**src/rtl/ddr_ring_scheduler.sv**
```systemverilog
// Burst scheduler for the DDR2 frame ring: capture write bursts vs filter read bursts.
// Optional burst watchdog enabled by defining DDR_SCHED_TIMEOUT_EN.

module ddr_ring_scheduler #(
    parameter int ADDR_BITS   = 25,
    parameter int LEVEL_BITS  = 10,
    parameter int BURST_LEN   = 4,
    parameter int BUF_BASE    = 0,
    parameter int BUF_BURSTS  = 1024,
    parameter int RFIFO_DEPTH = 512,
    parameter int TIMEOUT     = 255
) (
    input  logic                  mem_clk,
    input  logic                  rst_n,
    input  logic                  local_init_done,
    input  logic                  enable,
    input  logic                  flush,
    input  logic [LEVEL_BITS-1:0] wfifo_level,
    input  logic [LEVEL_BITS-1:0] rfifo_level,
    output logic                  wr_burst_req,
    output logic [ADDR_BITS-1:0]  wr_burst_addr,
    output logic [9:0]            wr_burst_len,
    input  logic                  wr_burst_finish,
    output logic                  rd_burst_req,
    output logic [ADDR_BITS-1:0]  rd_burst_addr,
    output logic [9:0]            rd_burst_len,
    input  logic                  rd_burst_finish,
    output logic [10:0]           fill_bursts,
    output logic                  busy,
    output logic                  overflow,
    output logic                  timeout_err
);

    localparam int               PTR_W     = (BUF_BURSTS > 1) ? $clog2(BUF_BURSTS) : 1;
    localparam logic [10:0]      FILL_FULL = 11'(BUF_BURSTS);
    localparam logic [PTR_W-1:0] PTR_LAST  = PTR_W'(BUF_BURSTS - 1);

    typedef enum logic [1:0] {
        S_IDLE = 2'd0,
        S_WR   = 2'd1,
        S_RD   = 2'd2
    } state_t;

    state_t                 state_q, state_d;
    logic [PTR_W-1:0]       wr_ptr_q, wr_ptr_d;
    logic [PTR_W-1:0]       rd_ptr_q, rd_ptr_d;
    logic [10:0]            fill_q, fill_d;
    logic                   req_q, req_d;
    logic [ADDR_BITS-1:0]   wr_addr_q, wr_addr_d;
    logic [ADDR_BITS-1:0]   rd_addr_q, rd_addr_d;
    logic                   last_wr_q, last_wr_d;
    logic                   flush_pend_q, flush_pend_d;
    logic                   overflow_q, overflow_d;
`ifdef DDR_SCHED_TIMEOUT_EN
    localparam logic [7:0]  TMO_LAST = 8'(TIMEOUT - 1);
    logic [7:0]             tmo_cnt_q, tmo_cnt_d;
    logic                   timeout_err_q, timeout_err_d;
`endif

    logic w_level_ok, r_space_ok, wr_ok, rd_ok, flush_now, done, tmo_hit;

    function automatic logic [ADDR_BITS-1:0] burst_addr(input logic [PTR_W-1:0] ptr);
        return ADDR_BITS'(BUF_BASE) + ADDR_BITS'(ptr) * ADDR_BITS'(BURST_LEN);
    endfunction

    function automatic logic [PTR_W-1:0] next_ptr(input logic [PTR_W-1:0] ptr);
        return (ptr == PTR_LAST) ? '0 : ptr + PTR_W'(1);
    endfunction

    assign w_level_ok = 32'(wfifo_level) >= 32'(BURST_LEN);
    assign r_space_ok = (32'(rfifo_level) + 32'(BURST_LEN)) <= 32'(RFIFO_DEPTH);

    always_comb begin
        state_d      = state_q;
        wr_ptr_d     = wr_ptr_q;
        rd_ptr_d     = rd_ptr_q;
        fill_d       = fill_q;
        req_d        = req_q;
        wr_addr_d    = wr_addr_q;
        rd_addr_d    = rd_addr_q;
        last_wr_d    = last_wr_q;
        flush_pend_d = flush_pend_q;
        overflow_d   = overflow_q;
`ifdef DDR_SCHED_TIMEOUT_EN
        tmo_cnt_d     = tmo_cnt_q;
        timeout_err_d = timeout_err_q;
`endif
        done      = 1'b0;
        tmo_hit   = 1'b0;
        wr_ok     = local_init_done & enable & w_level_ok & (fill_q < FILL_FULL);
        rd_ok     = local_init_done & (fill_q != 11'd0) & r_space_ok;
        flush_now = flush | flush_pend_q;

        case (state_q)
            S_IDLE: begin
                if (enable && w_level_ok && (fill_q == FILL_FULL)) overflow_d = 1'b1;
                if (flush) begin
                    wr_ptr_d = '0;
                    rd_ptr_d = '0;
                    fill_d   = '0;
                end else if (wr_ok && (!rd_ok || !last_wr_q)) begin
                    // Contested grants alternate against the previous winner.
                    state_d   = S_WR;
                    req_d     = 1'b1;
                    wr_addr_d = burst_addr(wr_ptr_q);
                    last_wr_d = 1'b1;
`ifdef DDR_SCHED_TIMEOUT_EN
                    tmo_cnt_d = '0;
`endif
                end else if (rd_ok) begin
                    state_d   = S_RD;
                    req_d     = 1'b1;
                    rd_addr_d = burst_addr(rd_ptr_q);
                    last_wr_d = 1'b0;
`ifdef DDR_SCHED_TIMEOUT_EN
                    tmo_cnt_d = '0;
`endif
                end
            end
            S_WR, S_RD: begin
                done = (state_q == S_WR) ? wr_burst_finish : rd_burst_finish;
`ifdef DDR_SCHED_TIMEOUT_EN
                tmo_hit = !done && (tmo_cnt_q == TMO_LAST);
`endif
                if (done || tmo_hit) begin
                    state_d      = S_IDLE;
                    req_d        = 1'b0;
                    flush_pend_d = 1'b0;
                    if (flush_now) begin
                        // A flush seen during the burst discards its pointer update.
                        wr_ptr_d = '0;
                        rd_ptr_d = '0;
                        fill_d   = '0;
                    end else if (done && (state_q == S_WR)) begin
                        wr_ptr_d = next_ptr(wr_ptr_q);
                        fill_d   = fill_q + 11'd1;
                    end else if (done) begin
                        rd_ptr_d = next_ptr(rd_ptr_q);
                        fill_d   = fill_q - 11'd1;
                    end
`ifdef DDR_SCHED_TIMEOUT_EN
                    if (tmo_hit) timeout_err_d = 1'b1;
`endif
                end else begin
                    if (flush) flush_pend_d = 1'b1;
`ifdef DDR_SCHED_TIMEOUT_EN
                    tmo_cnt_d = tmo_cnt_q + 8'd1;
`endif
                end
            end
            default: state_d = S_IDLE;
        endcase
    end

    always_ff @(posedge mem_clk) begin
        if (!rst_n) begin
            state_q      <= S_IDLE;
            wr_ptr_q     <= '0;
            rd_ptr_q     <= '0;
            fill_q       <= '0;
            req_q        <= 1'b0;
            wr_addr_q    <= '0;
            rd_addr_q    <= '0;
            last_wr_q    <= 1'b0;
            flush_pend_q <= 1'b0;
            overflow_q   <= 1'b0;
`ifdef DDR_SCHED_TIMEOUT_EN
            tmo_cnt_q     <= '0;
            timeout_err_q <= 1'b0;
`endif
        end else begin
            state_q      <= state_d;
            wr_ptr_q     <= wr_ptr_d;
            rd_ptr_q     <= rd_ptr_d;
            fill_q       <= fill_d;
            req_q        <= req_d;
            wr_addr_q    <= wr_addr_d;
            rd_addr_q    <= rd_addr_d;
            last_wr_q    <= last_wr_d;
            flush_pend_q <= flush_pend_d;
            overflow_q   <= overflow_d;
`ifdef DDR_SCHED_TIMEOUT_EN
            tmo_cnt_q     <= tmo_cnt_d;
            timeout_err_q <= timeout_err_d;
`endif
        end
    end

    // Handshake: req is valid from the grant edge until the finish pulse; the
    // pulse masks req in its own cycle so ddr_top never sees a second request.
    assign wr_burst_req  = req_q & (state_q == S_WR) & ~wr_burst_finish;
    assign rd_burst_req  = req_q & (state_q == S_RD) & ~rd_burst_finish;
    assign wr_burst_addr = wr_addr_q;
    assign rd_burst_addr = rd_addr_q;
    assign wr_burst_len  = 10'(BURST_LEN);
    assign rd_burst_len  = 10'(BURST_LEN);
    assign fill_bursts   = fill_q;
    assign busy          = (state_q != S_IDLE);
    assign overflow      = overflow_q;
`ifdef DDR_SCHED_TIMEOUT_EN
    assign timeout_err   = timeout_err_q;
`else
    assign timeout_err   = 1'b0;
`endif

endmodule

```
**config.mk**
```make
export PLATFORM = sky130hd
export DESIGN_NAME = ddr_ring_scheduler
export DESIGN_NICKNAME = d
export VERILOG_FILES = /design/src/rtl/ddr_ring_scheduler.sv
export SDC_FILE = /design/constraint.sdc
export NUM_CORES = 1
export LEC_CHECK = 0
export BUFFER_PORTS_ARGS = -buffer_cell sky130_fd_sc_hd__buf_2
export CAP_MARGIN = 30
export CORE_MARGIN = 5
export CORE_UTILIZATION = 45
export DETAILED_ROUTE_END_ITERATION = 10
export PLACE_DENSITY = 0.81
export RECOVER_POWER = 100
export REMOVE_ABC_BUFFERS = 1
export SYNTH_ARGS = -nofsm -noshare
export SYNTH_HDL_FRONTEND = slang
export SYNTH_SLANG_ARGS = --single-unit
```
**constraint.sdc**
```tcl
create_clock -name mem_clk -period 3 [get_ports mem_clk]
set_input_delay 0.15 -clock mem_clk [delete_from_list [all_inputs] [get_ports mem_clk]]
set_output_delay 0.15 -clock mem_clk [all_outputs]
set_load 0.05 [all_outputs]
```
==> results.ini, run 1 <==
[synth]
postSynthCellCount=431
synth.yosys.warnings=0
synth_top_cells_by_area=sky130_fd_sc_hd__dfxtp_1, sky130_fd_sc_hd__buf_4, sky130_fd_sc_hd__nand2_1
synth-async-reset-ratio=0
synth-main-ff-cell=sky130_fd_sc_hd__dfxtp_1
synth_seq_area_share=0.327
synth_top_cells_by_count=sky130_fd_sc_hd__dfxtp_1, sky130_fd_sc_hd__nand2_1, sky130_fd_sc_hd__buf_4
ys_seq_elements=57
mappedNetlistArea_um2=3480
synth_mux_area_frac=0.00862
syn_area_per_cell_um2=8.08
synthAdderAreaFrac=0.0560
synth_enable_flop_cells=0
synth_xor_area_frac=0.0452
synth.top_cell.area_share=0.327
yosysMostFrequentCell=sky130_fd_sc_hd__dfxtp_1
synth.distinct_cells=58
synth-simple-area-share=0.228
dominant_combinational_cell_family_by_area_after_synthesis=simple AND/OR/NAND/NOR gates
post-synth-top-area-cell=sky130_fd_sc_hd__dfxtp_1
synth_compound_area_frac=0.184

[floorplan]
fp.dieW_um=98.0
initial_util=0.456
number_of_placement_rows=32
core_area_um2=7650
die_height_um=98.0
top_level_ports=113
die_area_um2=9600

[critical_path]
critical_path.max_stage_delay_ns=0.51
crit_fanout=9
cpMaxStageDelayCell=sky130_fd_sc_hd__a311oi_2
nature_of_the_critical_path_startpoint=flop
ff2ff_setup_slack_ns=0.42
cp_data_arrival_time_ns=2.79
r2r.worst_path.cells=7
path_cells=inv_1 -> ha_1 -> nor2_1 -> a311oi_2 -> o21ai_1 -> o21ai_1 -> o21ai_0
worst_ep_required_time_ns=3.22
critPathMostFrequentCell=sky130_fd_sc_hd__o21ai_1
critical_path.endpoint_type=flop
launching_point_of_the_worst_reg2reg_path=state_q[0]
regToRegEndpoint=rd_ptr_q[9]
crit_type=reg2reg

[route]
drc=0
wl_per_cell_um=13.4
vias_per_cell=5.12
route.antenna.remaining_nets=0
drt-total-wl_mm=7.98
dr.pass1.iters=4
initialDrtViolationCount=183
num_vias=3039

[worst_hold_path]
worstHoldStart=flush
hold_end=flush_pend_q
hp-class=in2reg
hold-path-cell-count=3

[timing]
setup_viol=0
rsz_0062_raised_after_global_routing=false
timing_hold_violations_final=0
clock-skew-final_ns=0.0112
setup_tns_ns=0
fin_crit_ns=2.58
timing.final.max_slew_violations=0
slew_margin_rel=0.544
fmax_mhz=388
tightestPinTransition_ns=0.684
final.period_utilization=0.859

[power_and_ir_drop]
power.share.switching=0.328
power.static_leakage_nw=1.50
power.density_cell_area_nw_per_um2=490
p_switching_w=0.000607
power_frac_seq=0.418
power_w=0.00185
internal-power_w=0.00124
vdd_ir_drop_max_mv=0.194
clock_power_share=0.386
comb_power_share=0.196

[cts]
clockBufferDepth=2
clk_pin_slew_worst_paths_ns=0.07
clock_insertion_delay_worst_skew_ns=0.35
cts_post_setup_buffers_inserted=0
numCtsBuffers=9
tritoncts=yes
cts.repair.resized=0
clock-root-buffer=sky130_fd_sc_hd__clkbuf_8
cts_max_level=3
numClockSinks=57
ctsHoldBuffers=0

[final_layout]
drive_above_1_share=0.0976
antenna-diode-count=0
layout.nets=530
area_grow_syn2layout_pct=8.29
final.fill_count=770

[placement]
buffer_ports.inserted=59
post-dp-hpwl_mm=6.02
globalplace.congestion=0.940

[grt]
grt_pass1_vias=2925
grt_antenna_before_repair=0
grt.total_usage=0.165
globalRoute.totalOverflow=0
grt_first_pass_wirelength_mm=13.3
grt_start_max_net_pins=29

[flow_run]
maxCapViolCount=0

[run_status]
outcome=complete, no violations

## power groups by stage
stage,Combinational (W),Clock [W],Sequential (W)
6_report,0.000363,0.000713,0.000773
3_3_place_gp,0.000363,0,0.000789
5_1_grt,0.000391,0.000763,0.000773
2_1_floorplan,0.000280,0,0.000799
4_1_cts,0.000370,0.000727,0.000772
3_5_place_dp,0.000368,0,0.000790
## cells by family after synthesis
group / Yosys count
DFF: 57
other: 2
adders and majority gates: 15
AOI/OAI and AO/OA: 90
and+or+nand+nor: 166
muxes: 3
xor gates and xnor gates: 18
buffers and inverters: 80
## metrics by stage
step           cells  hold WS, ns  setup WS, ns   util  cell area, µm²
4_1_cts          594        0.107         0.464  0.505            3860
6_report         594        0.121         0.422  0.493            3770
2_1_floorplan    411        0.256         0.394      -            3190
5_1_grt          594        0.128         0.144  0.493            3770
3_3_place_gp     579        0.434         0.632  0.480            3670
3_5_place_dp     579        0.439         0.532  0.480            3670
## routing by layer
layer	share of wire	up-vias	GRT usage
li1	-	1515	-
met1	0.44	1400	0.202
met2	0.46	113	0.265
met3	0.075	11	0.0579
met4	0.017	0	0.0682
met5	0	-	0
## layout make-up
type	instances	area, µm²	area share
Clock inverter	5	56.3	0.0149
Clock buffer	10	138	0.0365
Sequential cell	57	1140	0.302
Tap cell	102	128	0.0338
Timing Repair Buffer	66	297	0.0786
Multi-Input combinational cell	343	1970	0.523
Inverter	11	41.3	0.0109
## sequential cells by signal, summed over array words and instances (netlist names)
signal / flops
rd_burst_addr: 10
state_q: 2
fill_bursts: 11
overflow: 1
wr_burst_addr: 10
flush_pend_q: 1
rd_ptr_q: 10
wr_ptr_q: 10
last_wr_q: 1
req_q: 1
## worst max-delay path, delay by kind of cell (launching register included)
| family | cells | cell delay [ns] |
|---|---|---|
| adders and majority gates | 1 | 0.44 |
| DFF | 1 | 0.36 |
| and+or+nand+nor | 1 | 0.14 |
| AOI/OAI and AO/OA | 4 | 1.44 |
| buffers and inverters | 1 | 0.07 |
## cell usage in the layout (no fill, tap or decap), types with 6 or more instances in the layout
cell                        n
sky130_fd_sc_hd__a21oi_1    9
sky130_fd_sc_hd__dfxtp_1   57
sky130_fd_sc_hd__nand2_1   54
sky130_fd_sc_hd__buf_2     24
sky130_fd_sc_hd__nand3_1   39
sky130_fd_sc_hd__clkbuf_1  37
sky130_fd_sc_hd__a21boi_0   6
sky130_fd_sc_hd__ha_1      14
sky130_fd_sc_hd__o21ai_0   35
sky130_fd_sc_hd__xor2_1     7
sky130_fd_sc_hd__xnor2_1   11
sky130_fd_sc_hd__clkbuf_8  10
sky130_fd_sc_hd__nor3_1     9
sky130_fd_sc_hd__inv_1     11
sky130_fd_sc_hd__nor2b_1    7
sky130_fd_sc_hd__conb_1    51
sky130_fd_sc_hd__nor2_1    27
sky130_fd_sc_hd__o21ai_1    6
## worst max-delay path by stage
stage / startpoint / end / slack (ns) / cells past startpoint
5_1_grt: state_q[1] / wr_ptr_q[2] / 0.14 / 7
6_report: state_q[0] / rd_ptr_q[9] / 0.42 / 7
3_5_place_dp: state_q[1] / fill_bursts[10] / 0.53 / 11
3_3_place_gp: state_q[1] / fill_bursts[10] / 0.63 / 11
4_1_cts: state_q[1] / fill_bursts[10] / 0.46 / 11
2_1_floorplan: state_q[1] / fill_bursts[10] / 0.39 / 11
(Power assumes the default switching activity.)
==> run 2, diff against run 1 <==
--- a/config.mk
+++ b/config.mk
@@ -10,8 +10,9 @@
 export CORE_MARGIN = 5
 export CORE_UTILIZATION = 45
 export DETAILED_ROUTE_END_ITERATION = 10
+export HOLD_SLACK_MARGIN = 0.15
 export PLACE_DENSITY = 0.81
-export RECOVER_POWER = 100
+export RECOVER_POWER = 50
 export REMOVE_ABC_BUFFERS = 1
 export SYNTH_ARGS = -nofsm -noshare
 export SYNTH_HDL_FRONTEND = slang
==> results.ini, run 2 (synthesized netlist as in run 1, its figures left out) <==
[critical_path]
critical_path.endpoint_type=flop  ; unchanged
cp_data_arrival_time_ns=2.81  ; was 2.79 ns
nature_of_the_critical_path_startpoint=flop  ; unchanged
crit_type=reg2reg  ; unchanged
cpMaxStageDelayCell=sky130_fd_sc_hd__clkbuf_1  ; was sky130_fd_sc_hd__a311oi_2
path_cells=nor4_1 -> nand3_1 -> o2111a_1 -> a2111oi_4 -> clkbuf_1 -> o21ai_0  ; was inv_1 -> ha_1 -> nor2_1 -> a311oi_2 -> o21ai_1 -> o21ai_1 -> o21ai_0
crit_fanout=21  ; was 9
worst_ep_required_time_ns=3.19  ; was 3.22 ns
critical_path.max_stage_delay_ns=0.69  ; was 0.51 ns

[route]
drc=0  ; unchanged
vias_per_cell=5.11  ; was 5.12
wl_per_cell_um=13.4  ; about the same
initialDrtViolationCount=184  ; was 183
dr.pass1.iters=4  ; unchanged
route.antenna.remaining_nets=0  ; unchanged
num_vias=3042  ; was 3039
drt-total-wl_mm=7.99  ; was 7.98 mm

[power_and_ir_drop]
power_frac_seq=0.417  ; was 0.418
internal-power_w=0.00125  ; was 0.00124 W
vdd_ir_drop_max_mv=0.192  ; was 0.194 mV
power.density_cell_area_nw_per_um2=485  ; was 490 nW/µm²
clock_power_share=0.383  ; was 0.386
comb_power_share=0.200  ; was 0.196
p_switching_w=0.000608  ; was 0.000607 W
power.static_leakage_nw=1.53  ; was 1.50 nW
power.share.switching=0.328  ; about the same

[final_layout]
layout.nets=531  ; was 530
largest_register_ffs=11  ; unchanged
most_frequent_standard_cell_in_the_layout_excluding_fill_and_tap_cells=sky130_fd_sc_hd__dfxtp_1  ; unchanged
final_cell_mix=sky130_fd_sc_hd__dfxtp_1, sky130_fd_sc_hd__nand2_1, sky130_fd_sc_hd__conb_1  ; unchanged
area_grow_syn2layout_pct=9.77  ; was 8.29%
antenna-diode-count=0  ; unchanged
drive_above_1_share=0.114  ; was 0.0976
final.fill_count=765  ; was 770
utilization=0.500  ; was 0.493

[cts]
numClockSinks=57  ; unchanged
cts_max_level=3  ; unchanged
clock-root-buffer=sky130_fd_sc_hd__clkbuf_8  ; unchanged
cts.repair.resized=0  ; unchanged
clk_pin_slew_worst_paths_ns=0.07  ; about the same
clock_insertion_delay_worst_skew_ns=0.34  ; was 0.35 ns
tritoncts=yes  ; unchanged
clockBufferDepth=2  ; unchanged
numCtsBuffers=9  ; unchanged

[floorplan]
fp.dieW_um=98.0  ; unchanged
initial_util=0.456  ; unchanged
top_level_ports=113  ; unchanged
die_height_um=98.0  ; unchanged
number_of_placement_rows=32  ; unchanged
die_area_um2=9600  ; unchanged
core_area_um2=7650  ; unchanged

[grt]
grt.total_usage=0.166  ; was 0.165
globalRouteMet1Util=0.202  ; about the same
grt_start_max_net_pins=29  ; unchanged
grt_antenna_before_repair=0  ; unchanged
grt_met2_use=0.265  ; unchanged
grt_pass1_vias=2928  ; was 2925
globalRoute.totalOverflow=0  ; unchanged
grt_first_pass_wirelength_mm=13.3  ; about the same
globalRouteMet3Util=0.0579  ; unchanged
grt.busiest_layer=met2  ; unchanged

[timing]
setup_tns_ns=0  ; unchanged
timing_hold_violations_final=0  ; unchanged
timing.final.max_slew_violations=0  ; unchanged
fmax_mhz=381  ; was 388 MHz
fin_crit_ns=2.62  ; was 2.58 ns
tightestPinTransition_ns=0.872  ; was 0.684 ns
slew_margin_rel=0.419  ; was 0.544
rsz_0062_raised_after_global_routing=false  ; unchanged
final.period_utilization=0.874  ; was 0.859
setup_viol=0  ; unchanged
clock-skew-final_ns=0.0124  ; was 0.0112 ns

[placement]
buffer_ports.inserted=59  ; unchanged
post-dp-hpwl_mm=6.02  ; unchanged
globalplace.congestion=0.940  ; unchanged

[run_status]
outcome=complete, no violations  ; unchanged

[flow_run]
maxCapViolCount=0  ; unchanged

[worst_hold_path]
hp-class=in2reg  ; unchanged

[run 2: changes by cell type in the layout (fill, tap and decap cells not counted), moves of 3 or more]
cell / change
sky130_fd_sc_hd__and2_0: -3
sky130_fd_sc_hd__o21ai_0: -12
sky130_fd_sc_hd__o21ai_2: +6
sky130_fd_sc_hd__o21ai_1: +6
sky130_fd_sc_hd__and2_1: +3
[run 2: critical path, delay by kind of cell (launching register included)]
| family | cells | cell delay (ns) |
|---|---|---|
| AND/OR/NAND/NOR | 2 | 0.52 |
| flip-flops | 1 | 0.35 |
| AO/OA/AOI/OAI | 3 | 0.91 |
| buffers and inverters | 1 | 0.69 |
[run 2: cell type report]
cell class | instances | area [µm²] | share of cell area
Clock buffer | 10 | 138 | 0.0360
Clock inverter | 5 | 56.3 | 0.0147
Inverter | 11 | 41.3 | 0.0108
Multi-Input combinational cell | 343 | 2010 | 0.526
Sequential cell | 57 | 1140 | 0.298
Tap cell | 102 | 128 | 0.0334
Timing Repair Buffer | 67 | 310 | 0.0811
[run 2: power groups by stage]
stage | clock network, W | logic (W) | registers [W]
4_1_cts | 0.000727 | 0.000371 | 0.000772
3_3_place_gp | 0 | 0.000363 | 0.000789
2_1_floorplan | 0 | 0.000280 | 0.000799
5_1_grt | 0.000763 | 0.000399 | 0.000773
6_report | 0.000711 | 0.000371 | 0.000772
3_5_place_dp | 0 | 0.000368 | 0.000790
[run 2: final timing paths]
check        depth (start not counted)  slack [ns]         startpoint                end
max                                  6        0.38     fill_bursts[1]  wr_burst_addr[10]
min                                  3        0.27              rst_n  rd_burst_addr[10]
max reg2reg                          6        0.38     fill_bursts[1]  wr_burst_addr[10]
min reg2reg                          2        0.45  wr_burst_addr[11]  wr_burst_addr[11]
[run 2: what timing repair did]
action                                 4_1_cts  5_1_grt
buffers inserted                             0        0
endpoints found under the hold margin        1        0
hold buffers                                 1        0
setup endpoints to repair                    0        0
[run 2: layer usage]
metal | part of all wire | vias up
li1 | - | 1516
met2 | 0.46 | 121
met3 | 0.081 | 14
met1 | 0.44 | 1391
met5 | 0 | -
met4 | 0.017 | 0
[run 2: stage by stage]
stage / area (µm²) / hold WS (ns) / power, W / std cells / setup WS (ns)
6_report: 3820 / 0.274 / 0.00185 / 595 / 0.377
5_1_grt: 3820 / 0.305 / 0.00194 / 595 / 0.110
4_1_cts: 3870 / 0.267 / 0.00187 / 595 / 0.464
3_5_place_dp: 3670 / 0.439 / 0.00116 / 579 / 0.532
3_3_place_gp: 3670 / 0.434 / 0.00115 / 579 / 0.632
2_1_floorplan: 3190 / 0.256 / 0.00108 / 411 / 0.394
